### src/rtl/serial_adder_ctrl.sv
// serial_adder_ctrl: bit-serial adder controller. One 1-bit full adder is
// stepped over WIDTH-bit operands, LSB first, with a registered carry fed back
// between bits. One request per WIDTH+2 cycles: accept, WIDTH RUN cycles, DONE.
//
// Optional feature macro: SERIAL_ADDER_SUB_EN
//   When defined, adds input `sub`. With sub=1 the B operand is inverted and
//   the initial carry forced to 1, so the result is x_1 - x_2 (carry_out=1
//   means no borrow). When undefined there is no sub port and no extra logic.
//
// Ports:
//   clk        in   1      rising-edge clock
//   reset_n    in   1      asynchronous active-low reset
//   start      in   1      request, sampled only in IDLE
//   x_1, x_2   in   WIDTH  operands, captured on accepted start
//   carry_in   in   1      initial carry, captured on accepted start
//   sub        in   1      (SERIAL_ADDER_SUB_EN only) subtract select
//   busy       out  1      high while a request is in RUN
//   done       out  1      one-cycle pulse, sum/carry_out valid
//   sum        out  WIDTH  result, held until the next done
//   carry_out  out  1      final carry, held until the next done
module serial_adder_ctrl #(
    parameter int unsigned WIDTH = 8
) (
    input  logic             clk,
    input  logic             reset_n,
    input  logic             start,
    input  logic [WIDTH-1:0] x_1,
    input  logic [WIDTH-1:0] x_2,
    input  logic             carry_in,
`ifdef SERIAL_ADDER_SUB_EN
    input  logic             sub,
`endif
    output logic             busy,
    output logic             done,
    output logic [WIDTH-1:0] sum,
    output logic             carry_out
);

    localparam int unsigned CNT_W = (WIDTH > 1) ? $clog2(WIDTH) : 1;
    localparam logic [CNT_W-1:0] CNT_LAST = CNT_W'(WIDTH - 1);

    typedef enum logic [1:0] {
        IDLE = 2'd0,
        RUN  = 2'd1,
        DONE = 2'd2
    } state_t;

    state_t           state_q, state_d;
    logic [WIDTH-1:0] a_sh, a_sh_d;
    logic [WIDTH-1:0] b_sh, b_sh_d;
    logic [WIDTH-1:0] s_sh, s_sh_d;
    logic             c_reg, c_reg_d;
    logic [CNT_W-1:0] cnt, cnt_d;
    logic             busy_d, done_d, carry_out_d;
    logic [WIDTH-1:0] sum_d;

    // Operand B and initial carry as loaded into the datapath
    logic [WIDTH-1:0] b_load_c;
    logic             c_load_c;
`ifdef SERIAL_ADDER_SUB_EN
    assign b_load_c = sub ? ~x_2 : x_2;
    assign c_load_c = sub ? 1'b1 : carry_in;
`else
    assign b_load_c = x_2;
    assign c_load_c = carry_in;
`endif

    // The single 1-bit full adder cell
    logic fa_sum_c, fa_cout_c;
    assign fa_sum_c  = a_sh[0] ^ b_sh[0] ^ c_reg;
    assign fa_cout_c = (a_sh[0] & b_sh[0]) | (c_reg & (a_sh[0] ^ b_sh[0]));

    // State and datapath registers
    always_ff @(posedge clk or negedge reset_n) begin
        if (!reset_n) begin
            state_q   <= IDLE;
            a_sh      <= '0;
            b_sh      <= '0;
            s_sh      <= '0;
            c_reg     <= 1'b0;
            cnt       <= '0;
            busy      <= 1'b0;
            done      <= 1'b0;
            sum       <= '0;
            carry_out <= 1'b0;
        end else begin
            state_q   <= state_d;
            a_sh      <= a_sh_d;
            b_sh      <= b_sh_d;
            s_sh      <= s_sh_d;
            c_reg     <= c_reg_d;
            cnt       <= cnt_d;
            busy      <= busy_d;
            done      <= done_d;
            sum       <= sum_d;
            carry_out <= carry_out_d;
        end
    end

    // Next-state and next-output logic
    always_comb begin
        state_d     = state_q;
        a_sh_d      = a_sh;
        b_sh_d      = b_sh;
        s_sh_d      = s_sh;
        c_reg_d     = c_reg;
        cnt_d       = cnt;
        busy_d      = busy;
        done_d      = 1'b0;
        sum_d       = sum;
        carry_out_d = carry_out;

        case (state_q)
            IDLE: begin
                if (start) begin
                    a_sh_d  = x_1;
                    b_sh_d  = b_load_c;
                    c_reg_d = c_load_c;
                    cnt_d   = '0;
                    busy_d  = 1'b1;
                    state_d = RUN;
                end
            end
            RUN: begin
                s_sh_d  = {fa_sum_c, s_sh[WIDTH-1:1]};
                a_sh_d  = {1'b0, a_sh[WIDTH-1:1]};
                b_sh_d  = {1'b0, b_sh[WIDTH-1:1]};
                c_reg_d = fa_cout_c;
                cnt_d   = cnt + CNT_W'(1);
                if (cnt == CNT_LAST) begin
                    // Last bit: publish the fully shifted result with the final carry
                    sum_d       = {fa_sum_c, s_sh[WIDTH-1:1]};
                    carry_out_d = fa_cout_c;
                    done_d      = 1'b1;
                    busy_d      = 1'b0;
                    cnt_d       = '0;
                    state_d     = DONE;
                end
            end
            DONE: begin
                state_d = IDLE;
            end
            default: begin
                state_d = IDLE;
            end
        endcase
    end

endmodule
### config.mk
export PLATFORM = sky130hd
export DESIGN_NAME = serial_adder_ctrl
export DESIGN_NICKNAME = d
export VERILOG_FILES = /design/src/rtl/serial_adder_ctrl.sv
export SDC_FILE = /design/constraint.sdc
export NUM_CORES = 1
export LEC_CHECK = 0
export CORE_MARGIN = 3
export CORE_UTILIZATION = 26
export DETAILED_ROUTE_END_ITERATION = 16
export PLACE_DENSITY = 0.43
export SLEW_MARGIN = 20
export SYNTH_ARGS = -nofsm -noshare
export SYNTH_HDL_FRONTEND = slang
export SYNTH_SLANG_ARGS = --single-unit
### constraint.sdc
create_clock -name clk -period 2 [get_ports clk]
set_input_delay 0.4 -clock clk [delete_from_list [all_inputs] [get_ports clk]]
set_output_delay 0.4 -clock clk [all_outputs]
set_load 0.1 [all_outputs]
# After elaboration in Yosys (flattened, before gate mapping)
# Cells that the tools add are included.
# totals
reg_bits,41
word_cells,43
# op_classes
addsub,1
n_eq_ne,4
muxes,17
bitwise_logic,5
n_reduce_logical,6
# ops
cell,n
$pmux 8 s2,2
$mux 8,2
$mux 3,2
$pmux 3 s2,1
$reduce_and 2->1,3
$mux 1,5
$mux 2,2
$ne 2x2->1 const B,2
$pmux 1 s2,2
$pmux 2 s2,1
$add 3x1->3 const B,1
$eq 3x3->1 const B,1
$reduce_and 3->1,1
$and 1x1->1,2
$eq 2x1->1 const B,1
$logic_not 2->1,1
$reduce_bool 2->1,1
$xor 1x1->1,2
$or 1x1->1,1

# Longest topological paths before layout
# logic_depth
word_depth,4
ltp_mapped,6

# Worst setup path after synthesis
# No wires, ideal clock.
# synth_timing
kind,register to register
from,register cnt[0]
to,register sum[0]
setup_ns,0.126
arrival_ns,1.270
required_time_ns,1.874
setup_slack_ns,0.604
stages_incl_launch_ff,6
path_buffers,0
period_less_slack_ns,1.396
cell_sequence,dfrtp_1 ha_1 ha_1 nand2_8 inv_6 mux2_4
# synth_via
elab_chain_cells,2
# synth_lines
item,line,rtl
"start, declared",53,"logic [CNT_W-1:0] cnt, cnt_d;"
"start signal, assigned",92,cnt <= cnt_d;
$eq 3x3->1,130,if (cnt == CNT_LAST) begin
$reduce_and 2->1 (no line),n/a,
"end signal, assigned",95,sum <= sum_d;
"end, declared",35,"output logic [WIDTH-1:0] sum,"
# No other way between the ends.
# A chain may end at the register's enable or synchronous reset.

# Worst setup path after layout
# layout_timing
from,register state_q[1]
to,register a_sh[4]
# layout_via
elab_chain_cells,3
# layout_lines
item,line,rtl
"start, declared",48,"state_t state_q, state_d;"
"start signal, assigned",87,state_q <= state_d;
$eq 2x1->1 / $logic_not 2->1 (equally long branches),113,case (state_q)
$reduce_bool 2->1 (no line) / $ne 2x2->1 (equally long branches),n/a,
$reduce_and 2->1 (no line),n/a,
"end signal, assigned",88,a_sh <= a_sh_d;
"end, declared",49,"logic [WIDTH-1:0] a_sh, a_sh_d;"
# Several ways; a longest one is shown, not always the timed one.

==> load_flow_metrics.sql <==
INSERT INTO impl_metrics (metric_group, metric, value, unit) VALUES
('logic_synthesis', 'synthesis.area', '1750', 'µm²'),
('clock_network', 'postCtsSetupRepairBufs', '0', ''),
('cells_and_area', 'diodes', '0', ''),
('clock_network', 'post_cts.resized_instances', '0', ''),
('floorplan', 'row_count', '29', ''),
('floorplan', 'ioPinCount', '31', ''),
('logic_synthesis', 'netlist_instances', '145', ''),
('placed_design', 'place.detailed.hpwl', '2.53', 'mm'),
('timing', 'timing.clock.skew', '5.36', 'ps'),
('floorplan', 'design.core.area', '6420', 'µm²'),
('logic_synthesis', 'postSynthAreaPerCell', '12.0', 'µm²'),
('logic_synthesis', 'synth_top_cells_by_area', 'sky130_fd_sc_hd__dfrtp_1 57%, sky130_fd_sc_hd__mux2_4 7.7%, sky130_fd_sc_hd__nand2_1 5.4%', ''),
('detailed_routing', 'route.detailed.wl_per_inst', '14.4', 'µm'),
('setup_path', 'critical_path_peak_fanout', '15', ''),
('job', 'drv_cap', '0', ''),
('clock_network', 'tritoncts_clock_tree', 'done', ''),
('timing', 'tcrit_tclk_final', '74.7', '%'),
('logic_synthesis', 'synth-async-reset-ratio', '100', '%'),
('logic_synthesis', 'synth-warning-count', '0', ''),
('logic_synthesis', 'synthesis.nets', '168', ''),
('floorplan', 'effective_utilization_at_floorplan', '27.2', '%'),
('global_route', 'first_global_vias', '1252', ''),
('global_route', 'grt.overflow.total', '0', ''),
('timing', 'finalSetupTns', '0', 'ps'),
('detailed_routing', 'dr.pass1.iters', '4', ''),
('logic_synthesis', 'synth_enable_flop_cells', '0', ''),
('setup_path', 'cp-startpoint', 'state_q[1]$_DFFE_PN0P_', ''),
('logic_synthesis', 'seq_area_frac_synth', '57.3', '%'),
('logic_synthesis', 'ys.flop_type', 'sky130_fd_sc_hd__dfrtp_1', ''),
('detailed_routing', 'drt_iter0_drc', '62', ''),
('logic_synthesis', 'synthTopCellsByCount', '40 x sky130_fd_sc_hd__dfrtp_1, 25 x sky130_fd_sc_hd__nand2_1, 10 x sky130_fd_sc_hd__nor2_1, 9 x sky130_fd_sc_hd__a21oi_1, 9 x sky130_fd_sc_hd__mux2_4', ''),
('cells_and_area', 'share_of_post_route_cells_with_drive_strength_above_1', '23.5', '%'),
('setup_path', 'worstSetupStartpointType', 'flip-flop', ''),
('clock_network', 'clk_latency', '290', 'ps'),
('clock_network', 'clk_path_buf_depth', '2', ''),
('outcome', 'result_of_the_run', 'complete, no violations', ''),
('global_route', 'grt_usage', '10.8', '%'),
('logic_synthesis', 'post_synth_num_cell_types', '26', ''),
('timing', 'timing.slew.headroom', '59.2', '%'),
('logic_synthesis', 'synth.most_common_cell', 'sky130_fd_sc_hd__dfrtp_1', ''),
('cells_and_area', 'area_overhead_of_the_layout_relative_to_synthesis', '25.1', '%'),
('global_route', 'grt_max_degree', '41', ''),
('clock_network', 'cts_buffers', '5', ''),
('timing', 'report.final.hold_viol_count', '0', ''),
('placed_design', 'port-buffer-count', '30', ''),
('setup_path', 'crit_type', 'flip-flop to flip-flop', ''),
('floorplan', 'design.die.area', '7730', 'µm²'),
('clock_network', 'cts-htree-levels', '2', ''),
('cells_and_area', 'top_regs', 'a_sh x8, b_sh x8, sum x8', ''),
('detailed_routing', 'remaining_drc_errors', '0', ''),
('floorplan', 'die_span_y', '87.9', 'µm'),
('logic_synthesis', 'synth.ff_latch_count', '40', ''),
('timing', 'finalCriticalPeriod', '1490', 'ps'),
('clock_network', 'post_cts_hold_buffer_count', '0', ''),
('placed_design', 'routabilityCongestion', '0.751', ''),
('timing', 'hold_ws', '159', 'ps'),
('timing', 'worst-slew-pin-transition', '611', 'ps'),
('logic_synthesis', 'synth_area_leader_cell', 'sky130_fd_sc_hd__dfrtp_1', ''),
('detailed_routing', 'route.final.wire_length', '3.68', 'mm'),
('timing', 'slew_viol_final', '0', ''),
('timing', 'rsz0062_at_grt', 'false', ''),
('timing', 'achievable-frequency', '669', 'MHz'),
('global_route', 'first_pass_grt_wire_length', '6.33', 'mm'),
('cells_and_area', 'utilization', '34.0', '%'),
('detailed_routing', 'ant_nets', '0', ''),
('power', 'power.static_leakage', '0.979', 'nW'),
('setup_path', 'r2r_start', 'state_q[1]$_DFFE_PN0P_', ''),
('worst_hold_path', 'hold_path.class', 'input port to async pin', ''),
('clock_network', 'cts_num_sinks', '40', ''),
('detailed_routing', 'via_count', '1222', ''),
('setup_path', 'crit_required', '2180', 'ps');
==> metal layers <==
layer | track usage [%] | wire length, µm
met1 | 14.5 | 1730
met2 | 16.4 | 1710
met5 | 0 | 0
met4 | 2.93 | 14
met3 | 4.23 | 222
==> cell type report <==
| cell class | instances | area (µm²) |
|---|---|---|
| repair buffers | 33 | 290 |
| inverters | 5 | 23.8 |
| fillers | 642 | 4240 |
| clock inverters | 2 | 35.0 |
| flip-flops and latches | 40 | 1000 |
| well taps | 77 | 96.3 |
| multi-input cells | 93 | 664 |
| clock buffers | 6 | 72.6 |
==> worst paths after layout <==
check / endpoint / slack (ps) / cells after the start
worst min-delay path: sum[3]$_DFFE_PN0P_ / 160 / 2
min in group clk: s_sh[1]$_DFFE_PN0N_ / 490 / 2
max in group asynchronous: b_sh[5]$_DFFE_PN0P_ / 1480 / 2
worst max-delay path: a_sh[4]$_DFFE_PN0P_ / 510 / 2
worst max register to register: a_sh[4]$_DFFE_PN0P_ / 510 / 2
worst min register to register: s_sh[1]$_DFFE_PN0N_ / 490 / 2
==> report_power, final <==
part,switching [mW],total (mW),internal [mW]
combinational,1.29,1.97,0.682
clock,0.286,0.657,0.371
sequential,0.258,1.44,1.18
==> placed cells by master (no fill, tap or decap), types with 7 or more instances in the layout <==
cell	n
sky130_fd_sc_hd__dfrtp_1	40
sky130_fd_sc_hd__nand2_1	25
sky130_fd_sc_hd__clkdlybuf4s50_1	18
sky130_fd_sc_hd__buf_4	14
sky130_fd_sc_hd__nor2_1	10
sky130_fd_sc_hd__mux2_4	9
sky130_fd_sc_hd__a21oi_1	9
sky130_fd_sc_hd__o22ai_1	8
sky130_fd_sc_hd__nand3b_1	7
sky130_fd_sc_hd__o221a_2	7
==> stage by stage <==
step | setup slack, ps | instances | area [µm²] | total power [mW]
6_report | 506 | 256 | 2180 | 4.07
5_1_grt | 365 | 256 | 2180 | 4.36
4_1_cts | 454 | 256 | 2180 | 4.13
3_5_place_dp | 341 | 248 | 2080 | 3.46
3_3_place_gp | 379 | 248 | 2080 | 3.43
2_1_floorplan | 604 | 145 | 1750 | 3.04
==> kinds of logic (layout without fill, tap and decap cells) <==
| family | count (synthesis) | in the layout | synth area share, % |
|---|---|---|---|
| muxes | 9 | 9 | 7.74 |
| adders and majority gates | 3 | 3 | 2.58 |
| DFF | 40 | 40 | 57.3 |
| buffers and inverters | 12 | 46 | 4.59 |
| and+or+nand+nor | 47 | 47 | 13.5 |
| AOI/OAI and AO/OA | 34 | 34 | 14.2 |
==> worst max-delay path, stage by stage, from the launching register on <==
cell and delay (ps):
sky130_fd_sc_hd__dfrtp_1 500, sky130_fd_sc_hd__nand2b_1 470, sky130_fd_sc_hd__o221a_2 420
Power figures use the tool's default switching activity.
